`config.mk`:
```
export PLATFORM = sky130hd
export DESIGN_NAME = usb_bus_frontend
export DESIGN_NICKNAME = d
export VERILOG_FILES = /design/src/rtl/usb_bus_frontend.sv
export SDC_FILE = /design/constraint.sdc
export NUM_CORES = 1
export LEC_CHECK = 0
export BUFFER_PORTS_ARGS = -buffer_cell sky130_fd_sc_hd__buf_2
export CAP_MARGIN = 40
export CORE_ASPECT_RATIO = 0.8
export CORE_MARGIN = 2
export CORE_UTILIZATION = 45
export DETAILED_ROUTE_END_ITERATION = 8
export PLACE_DENSITY_LB_ADDON = 0.3
export SLEW_MARGIN = 20
export SYNTH_ARGS = -nofsm -noshare
export SYNTH_HDL_FRONTEND = slang
export SYNTH_SLANG_ARGS = --single-unit
```
`constraint.sdc`:
```
create_clock -name usb_clk -period 1.6 [get_ports usb_clk]
set_input_delay 0.24 -clock usb_clk [delete_from_list [all_inputs] [get_ports usb_clk]]
set_output_delay 0.24 -clock usb_clk [all_outputs]
set_load 0.01 [all_outputs]
```
`src/rtl/usb_bus_frontend.sv`:
```
// Multiplexed USB address/data bus front end: turns ALEn/nCE/nRD/nWR activity into
// single-cycle register strobes. Optional read-data pipeline stage: USB_FE_READ_PIPE_EN.
module usb_bus_frontend #(
  parameter int pADDR_WIDTH   = 8,
  parameter int pBYTECNT_SIZE = 7
) (
  input  logic                     usb_clk,
  input  logic                     reset,
  input  logic [7:0]               usb_din,
  input  logic                     usb_nrd,
  input  logic                     usb_nwr,
  input  logic                     usb_nce,
  input  logic                     usb_alen,
  output logic [7:0]               usb_dout,
  output logic                     usb_drive,
  output logic [pADDR_WIDTH-1:0]   reg_address,
  output logic [pBYTECNT_SIZE-1:0] reg_bytecnt,
  output logic [7:0]               reg_datao,
  input  logic [7:0]               reg_datai,
  output logic                     reg_read,
  output logic                     reg_write,
  output logic                     reg_addrvalid,
  output logic                     bus_err
);

  typedef enum logic [1:0] {S_IDLE, S_ADDR, S_ARMED, S_BURST} state_t;

  localparam logic [pBYTECNT_SIZE-1:0] CNT_ONE = {{(pBYTECNT_SIZE-1){1'b0}}, 1'b1};

  state_t     state;
  logic [7:0] din_q;
  logic       nrd_q, nrd_qq, nwr_q, nwr_qq, nce_q, alen_q;
  logic       wr_fall, rd_fall;
  logic       cap_en;
  logic [7:0] cap_data;

  // Control inputs idle high so that reset never looks like a falling edge.
  always_ff @(posedge usb_clk or posedge reset) begin
    if (reset) begin
      din_q  <= 8'h00;
      nrd_q  <= 1'b1;
      nrd_qq <= 1'b1;
      nwr_q  <= 1'b1;
      nwr_qq <= 1'b1;
      nce_q  <= 1'b1;
      alen_q <= 1'b1;
    end else begin
      din_q  <= usb_din;
      nrd_q  <= usb_nrd;
      nrd_qq <= nrd_q;
      nwr_q  <= usb_nwr;
      nwr_qq <= nwr_q;
      nce_q  <= usb_nce;
      alen_q <= usb_alen;
    end
  end

  assign wr_fall = nwr_qq & ~nwr_q;
  assign rd_fall = nrd_qq & ~nrd_q;

  assign reg_addrvalid = (state == S_ARMED) || (state == S_BURST);

  always_ff @(posedge usb_clk or posedge reset) begin
    if (reset) begin
      state       <= S_IDLE;
      reg_address <= '0;
      reg_bytecnt <= '0;
      reg_datao   <= 8'h00;
      reg_read    <= 1'b0;
      reg_write   <= 1'b0;
      bus_err     <= 1'b0;
    end else begin
      reg_read  <= 1'b0;
      reg_write <= 1'b0;
      case (state)
        S_IDLE: begin
          if (!alen_q) begin
            state       <= S_ADDR;
            reg_address <= din_q[pADDR_WIDTH-1:0];
          end
        end
        S_ADDR: begin
          reg_bytecnt <= '0;
          if (!alen_q) reg_address <= din_q[pADDR_WIDTH-1:0];
          else         state       <= S_ARMED;
        end
        S_ARMED: begin
          if (!alen_q) begin
            state       <= S_ADDR;
            reg_address <= din_q[pADDR_WIDTH-1:0];
          end else if (!nce_q) begin
            state <= S_BURST;
          end
        end
        S_BURST: begin
          if (nce_q) begin
            state       <= S_ARMED;
            reg_bytecnt <= '0;
          end else if (!alen_q) begin
            bus_err     <= 1'b1;
            state       <= S_ADDR;
            reg_address <= din_q[pADDR_WIDTH-1:0];
          end else begin
            // A write wins over a simultaneous read; the read is lost and flagged.
            if (wr_fall) begin
              reg_write <= 1'b1;
              reg_datao <= din_q;
              if (rd_fall) bus_err <= 1'b1;
            end else if (rd_fall) begin
              reg_read <= 1'b1;
            end
            if (reg_write || reg_read) begin
              reg_bytecnt <= reg_bytecnt + CNT_ONE;
              if (&reg_bytecnt) bus_err <= 1'b1;
            end
          end
        end
        default: state <= S_IDLE;
      endcase
    end
  end

`ifdef USB_FE_READ_PIPE_EN
  logic [7:0] datai_q;
  logic       read_d;

  always_ff @(posedge usb_clk or posedge reset) begin
    if (reset) begin
      datai_q <= 8'h00;
      read_d  <= 1'b0;
    end else begin
      datai_q <= reg_datai;
      read_d  <= reg_read;
    end
  end

  assign cap_en   = read_d;
  assign cap_data = datai_q;
`else
  assign cap_en   = reg_read;
  assign cap_data = reg_datai;
`endif

  // Drive only once data for this access is in usb_dout; release as soon as nRD/nCE rise.
  always_ff @(posedge usb_clk or posedge reset) begin
    if (reset) begin
      usb_dout  <= 8'h00;
      usb_drive <= 1'b0;
    end else begin
      if (cap_en) usb_dout <= cap_data;
      if ((state != S_BURST) || nrd_q || nce_q) usb_drive <= 1'b0;
      else if (cap_en)                          usb_drive <= 1'b1;
    end
  end

endmodule
```
==> summary.txt, run 1 <==
Placed design
  – Placed Cells: 241
  – Placed cell areas: 0.00229 mm^2
  – HPWL after detailed placement: 2.53 mm
  – GPL Wtd Cong: 0.761
  – Port bufs: 57

Clock tree
  – Clock latency on the worst-skew pair: 300 ps
  – Max Root-Sink Buffers: 2
  – CTS root buf: clkbuf_8
  – TritonCTS clock tree: built
  – Clk sink count: a little over 50
  – Reg clk slew, reported paths: 80 ps
  – H-tree lvl count: 2
  – CTS buffer count: 5

Timing
  – Final setup fails: 0
  – Hold slack: a little over 30 ps
  – Clock Skew: 5.15 ps
  – Final hold violation count: 0
  – Tcrit/Tclk final: 95.5%
  – Slew Viols, Final: 0
  – Worst slew margin: 71.7%
  – Setup tns final: 0 ps
  – Tightest Pin Transition: approximately 420 ps
  – RSZ-0062 raised after global routing: no
  – Minimum clock period: 1530 ps
  – Maximum clock frequency: 654 MHz

Route
  – Drc violations: 0
  – Drt first pass iters: 4
  – Drt total wl: 3.61 mm
  – Vias per inst: 5.01
  – WL/cell: 14.4 um
  – Final ANT Viol Nets: 0
  – Initial DRC Count: between 70 and 80
  – Via Count: 1258

GRT
  – Global routing usage on met3: around 5.3%
  – Vias in the first global route: 1280
  – Layer with the highest usage: met2
  – GR Util met1: 19.1%
  – Pin count of the biggest net entering global routing: 33
  – GR met2 Demand/Resource: approximately 28%
  – GRT overflow: 0
  – Initial antenna violation count: 0
  – First-pass GRT wire length: approximately 5.8 mm
  – GRT Total Usage: 16.1%

Synth
  – Syn Inst Count: 128
  – Most common cell in the netlist: dfrtp_1
  – Avg Cell Area, Syn: 14.7 um^2
  – Synth top cells by count: dfrtp_1, mux2_2, dfstp_2
  – Synth Register Bits: 51
  – Largest area contributor in the synthesized netlist: dfrtp_1
  – Yosys top cell area share: 60.0%
  – Async set or reset register ratio after synthesis: 100%
  – Post-synthesis sequential area ratio: between 60 and 70%
  – Synth area leaders: dfrtp_1, mux2_2, dfstp_2
  – Synthesized cell area: 0.00188 mm^2
  – Ys flop type: dfrtp_1
  – Yosys Warn Count: 0
  – Synth Net Count: 151
  – Synth cell types: 29
  – Number of enable flip-flop cells after synthesis: 0

Floorplanning
  – Die width: 76.2 um
  – Ports: 58
  – Core box area: 0.00390 mm^2
  – Total die area: 0.00471 mm^2
  – FP Rows: 20
  – Die height: 61.8 um
  – Initial core utilization: 48.1%

Pwr
  – Psw: 684 uW
  – Peak supply drop: 681 uV
  – Leakage: 0.00118 uW
  – Combinational power share: 16.3%
  – Int Power: 1980 uW
  – Switching share of power: 25.7%
  – Clock power share: 26.1%
  – Sequential share of power: 57.5%
  – Power Density: 1110 mW/mm^2

Worst setup path
  – Worst-path fanout max: 8
  – Max stage delay cell, worst path: dfstp_2
  – Worst reg2reg endpoint: reg_bytecnt[6]$_DFFE_PP0P_
  – CP delay by family, top: flip-flops
  – CP cell instances: o211ai_4 > or4_1 > a21boi_0
  – Reg-to-Reg Start: alen_q$_DFF_PP1_
  – Critical path endpoint category: flop
  – CP peak stage delay: 610 ps
  – R2R cell count: 3
  – Startpoint types: flop
  – Critical path class: flop to flop
  – CP arrival: 1750 ps
  – CP bufs+invs: 0
  – Critical Path RT: around 1800 ps
  – Reg-to-reg setup timing slack: 70 ps
  – Critical path launch point: alen_q$_DFF_PP1_

Final layout
  – Post-Route Utilization: 61.5%
  – Share of cells above drive strength 1: a little over half
  – Layout Nets: 218
  – # diodes: 0
  – Area Overhead vs Synth: 27.9%
  – Non-filler instance count after layout: between 200 and 300
  – Design area: 0.00240 mm^2

Worst hold path
  – Worst Hold Path Cells: 1
  – Hold Crit Class: input port to flop
  – Hold Crit Start: usb_alen
  – WHS Endpoint: alen_q$_DFF_PP1_

Status
  – Outcome: finished clean

Job
  – Max Cap Viol: 0
[metrics by stage]
| step | total power, uW | worst slack, ps |
|---|---|---|
| finish | 2660 | 71.8 |
| global route | 2810 | 4.86 |
| CTS | 2690 | 8.24 |
| detailed placement | 1990 | 27.9 |
| global placement | 1970 | 108 |
| floorplan | 1770 | 110 |
[flip-flops by register name (all words and copies together), names as in the netlist, 2 cells and up]
signal       cells
din_q            8
reg_address      8
reg_datao        8
reg_bytecnt      7
state            2
usb_dout         8
[metal layers]
| layer | wire (um) | vias to the layer above |
|---|---|---|
| li1 | - | 594 |
| met1 | 1510 | 609 |
| met2 | 1780 | 44 |
| met3 | 234 | 11 |
| met4 | 81 | 0 |
| met5 | 0 | - |
[power by group through the flow]
stage | Combinational [uW] | Clock, uW | Sequential (uW)
floorplan | 178 | 0 | 1600
global placement | 425 | 0 | 1540
detailed placement | 438 | 0 | 1550
CTS | 440 | 715 | 1530
global route | 476 | 781 | 1550
finish | 434 | 696 | 1530
[how the worst max path moves through the flow]
stage	depth (start not counted)	slack, ps	to
after floorplan	4	110	reg_datao[0]$_DFFE_PP0P_
after global placement	3	110	reg_bytecnt[5]$_DFFE_PP0P_
after detailed placement	3	30	reg_bytecnt[5]$_DFFE_PP0P_
after CTS	3	8	reg_bytecnt[5]$_DFFE_PP0P_
after global routing	3	5	reg_bytecnt[6]$_DFFE_PP0P_
final	3	70	reg_bytecnt[6]$_DFFE_PP0P_
[timing repair]
action                                 4_1_cts  5_1_grt
buffers inserted                             0        1
setup endpoints to repair                    0        2
resized for setup                            0        2
hold buffers                                 1        0
endpoints found under the hold margin       19        0
[layout by cell type, fill, tap and decap left out, drive strengths merged, types with 3 or more instances in the layout]
master / instances
o21ai: 4
clkbuf: 6
buf: 64
nand2: 4
mux2: 24
nor2: 4
a21boi: 4
inv: 3
nand3: 3
a21oi: 4
dfrtp: 45
dfstp: 6
or3: 3
[logic make-up after synthesis]
| group | synth area share (%) |
|---|---|
| adder cells (fa/ha/maj) | 0.667 |
| AND/OR/NAND/NOR | 6.87 |
| XOR/XNOR | 0.467 |
| AO/OA/AOI/OAI | 7.33 |
| flip-flops | 68.4 |
| buffers and inverters | 1.87 |
| multiplexers | 14.4 |
[area by class of cell]
type	instances	area, um^2
multi-input combinational	69	567
sequential	51	1280
clock buffer	6	72.6
fill	325	1500
timing repair buffer	65	385
inverter	3	11.3
tap	55	68.8
clock inverter	2	12.5
Note: power is estimated with default switching activity, not from simulation.
==> run 2: changes to the inputs <==
==> constraint.sdc (replaced) <==
create_clock -name usb_clk -period 1.6 [get_ports usb_clk]
set_input_delay 0.08 -clock usb_clk [delete_from_list [all_inputs] [get_ports usb_clk]]
set_output_delay 0.08 -clock usb_clk [all_outputs]
set_load 0.01 [all_outputs]
==> run 2 against run 1 <==
Against the previous run: sequential cell count unchanged; global-route usage increased by 0.64 points; power increased by 1.1%; clock power about the same; worst setup slack improved by 0.51 ps; largest power group unchanged; critical endpoint is now reg_datao[6]$_DFFE_PP0P_; combinational power increased by 6.2%; via count increased by 5.3%.
==> summary.txt, run 2 (synthesized netlist as in run 1, its figures left out) <==
Clock tree
  – Max Root-Sink Buffers: 2
  – TritonCTS clock tree: built
  – H-tree lvl count: 2
  – Reg clk slew, reported paths: 80 ps
  – CTS root buf: clkbuf_8
  – CTS buffer count: 5
  – Clk sink count: 51
  – Clock latency on the worst-skew pair: 300 ps

Worst setup path
  – Reg-to-reg setup timing slack: roughly 72 ps
  – Critical path endpoint category: flop
  – CP arrival: 1710 ps
  – Critical Path RT: roughly 1800 ps
  – Startpoint types: flop
  – Worst-path fanout max: 9
  – Critical path class: flop to flop
  – R2R cell count: 4
  – Worst reg2reg endpoint: reg_datao[6]$_DFFE_PP0P_
  – Reg-to-Reg Start: nwr_qq$_DFF_PP1_

Timing
  – Tcrit/Tclk final: 95.5%
  – Slew Viols, Final: 0
  – Minimum clock period: around 1500 ps
  – Maximum clock frequency: around 650 MHz
  – Final hold violation count: 0
  – Tightest Pin Transition: 426 ps
  – Final setup fails: 0
  – RSZ-0062 raised after global routing: no
  – Worst slew margin: 71.5%
  – Setup tns final: 0 ps
  – Clock Skew: 6.79 ps

Final layout
  – Commonest non-fill, non-tap cell in the layout: buf_2
  – Layout Nets: 232
  – Non-filler instance count after layout: 265
  – Share of cells above drive strength 1: approximately 50%
  – # diodes: 0
  – Design area: 0.00254 mm^2
  – Most frequent cells in the layout: buf_2, dfrtp_1, mux2_2
  – Area Overhead vs Synth: 35.4%
  – Post-Route Utilization: 65.1%

Route
  – Drt first pass iters: 4
  – Drt total wl: 3.73 mm
  – Drc violations: 0
  – WL/cell: between 10 and 15 um
  – Initial DRC Count: 92
  – Final ANT Viol Nets: 0
  – Vias per inst: about 5
  – Via Count: 1325

Floorplanning
  – FP Rows: 20
  – Core box area: just under 0.004 mm^2
  – Total die area: 0.00471 mm^2
  – Die width: between 70 and 80 um
  – Initial core utilization: around 48%
  – Die height: 61.8 um
  – Ports: between 50 and 60

Worst hold path
  – WHS Endpoint: usb_dout[7]$_DFFE_PP0P_
  – Hold Crit Start: reg_datai[7]
  – Hold Crit Class: input port to flop
  – Worst Hold Path Cells: 2

Pwr
  – Power Density: 1060 mW/mm^2
  – Peak supply drop: 678 uV
  – Leakage: 0.00124 uW

Placed design
  – Placed Cells: 241
  – Port bufs: 57
  – Placed cell areas: between 0.002 and 0.0025 mm^2
  – HPWL after detailed placement: between 2 and 3 mm
  – GPL Wtd Cong: 0.761

Job
  – Max Cap Viol: 0

GRT
  – Initial antenna violation count: 0
  – Vias in the first global route: 1324
  – Pin count of the biggest net entering global routing: 33
  – First-pass GRT wire length: 6.01 mm
  – GRT overflow: 0
  – GRT Total Usage: 16.8%

Status
  – Outcome: finished clean
## run 2: cell count changes in the layout (fill, tap and decap cells not counted), sizes merged
cell         change
dlygate4sd3     +14
## run 2: where the power goes
group	switching [uW]	internal, uW	total (uW)
registers	90.5	1440	1530
logic	210	251	461
clock network	389	306	695
total	690	2000	2690
## run 2: per-layer routing
layer	GRT usage (%)	vias to the layer above	share of wire [%]
met5	0	-	0
met4	8.57	0	2.0
met3	5.06	9	6.0
met2	29.2	40	50
met1	19.8	652	41
li1	-	624	-
## run 2: through the flow
stage	hold slack, ps	worst slack [ps]	total power [uW]
4_1_cts	0.748	8.24	2710
3_3_place_gp	90.0	108	1970
6_report	10.3	72.3	2690
5_1_grt	4.21	4.73	2840
3_5_place_dp	104	27.9	1990
2_1_floorplan	84.5	110	1770
## run 2: layout make-up
class | count | area [um^2]
multi-input combinational | 69 | 567
timing repair buffer | 79 | 526
inverter | 3 | 11.3
sequential | 51 | 1280
tap | 55 | 68.8
clock buffer | 6 | 72.6
clock inverter | 2 | 12.5
fill | 314 | 1360
## run 2: timing repair
item                                   CTS  global route
endpoints found under the hold margin   31             2
buffers inserted                         0             1
setup endpoints to repair                0             2
gates resized for setup                  0             2
hold buffers                            13             2
## run 2: critical path, stage by stage (launching register included)
cell and delay [ps]:
dfstp_2 510, nor2b_1 150, and4_1 280, buf_12 140, mux2_2 330
## run 2: worst max path at each step
stage	startpoint	to	slack, ps	cells after the start
after floorplan	nwr_qq$_DFF_PP1_	reg_datao[0]$_DFFE_PP0P_	110	4
after global placement	alen_q$_DFF_PP1_	reg_bytecnt[5]$_DFFE_PP0P_	110	3
after detailed placement	alen_q$_DFF_PP1_	reg_bytecnt[5]$_DFFE_PP0P_	30	3
after CTS	alen_q$_DFF_PP1_	reg_bytecnt[5]$_DFFE_PP0P_	8	3
after global routing	state[0]$_DFFE_PP0P_	reg_address[0]$_DFFE_PP0P_	5	4
final	nwr_qq$_DFF_PP1_	reg_datao[6]$_DFFE_PP0P_	70	4
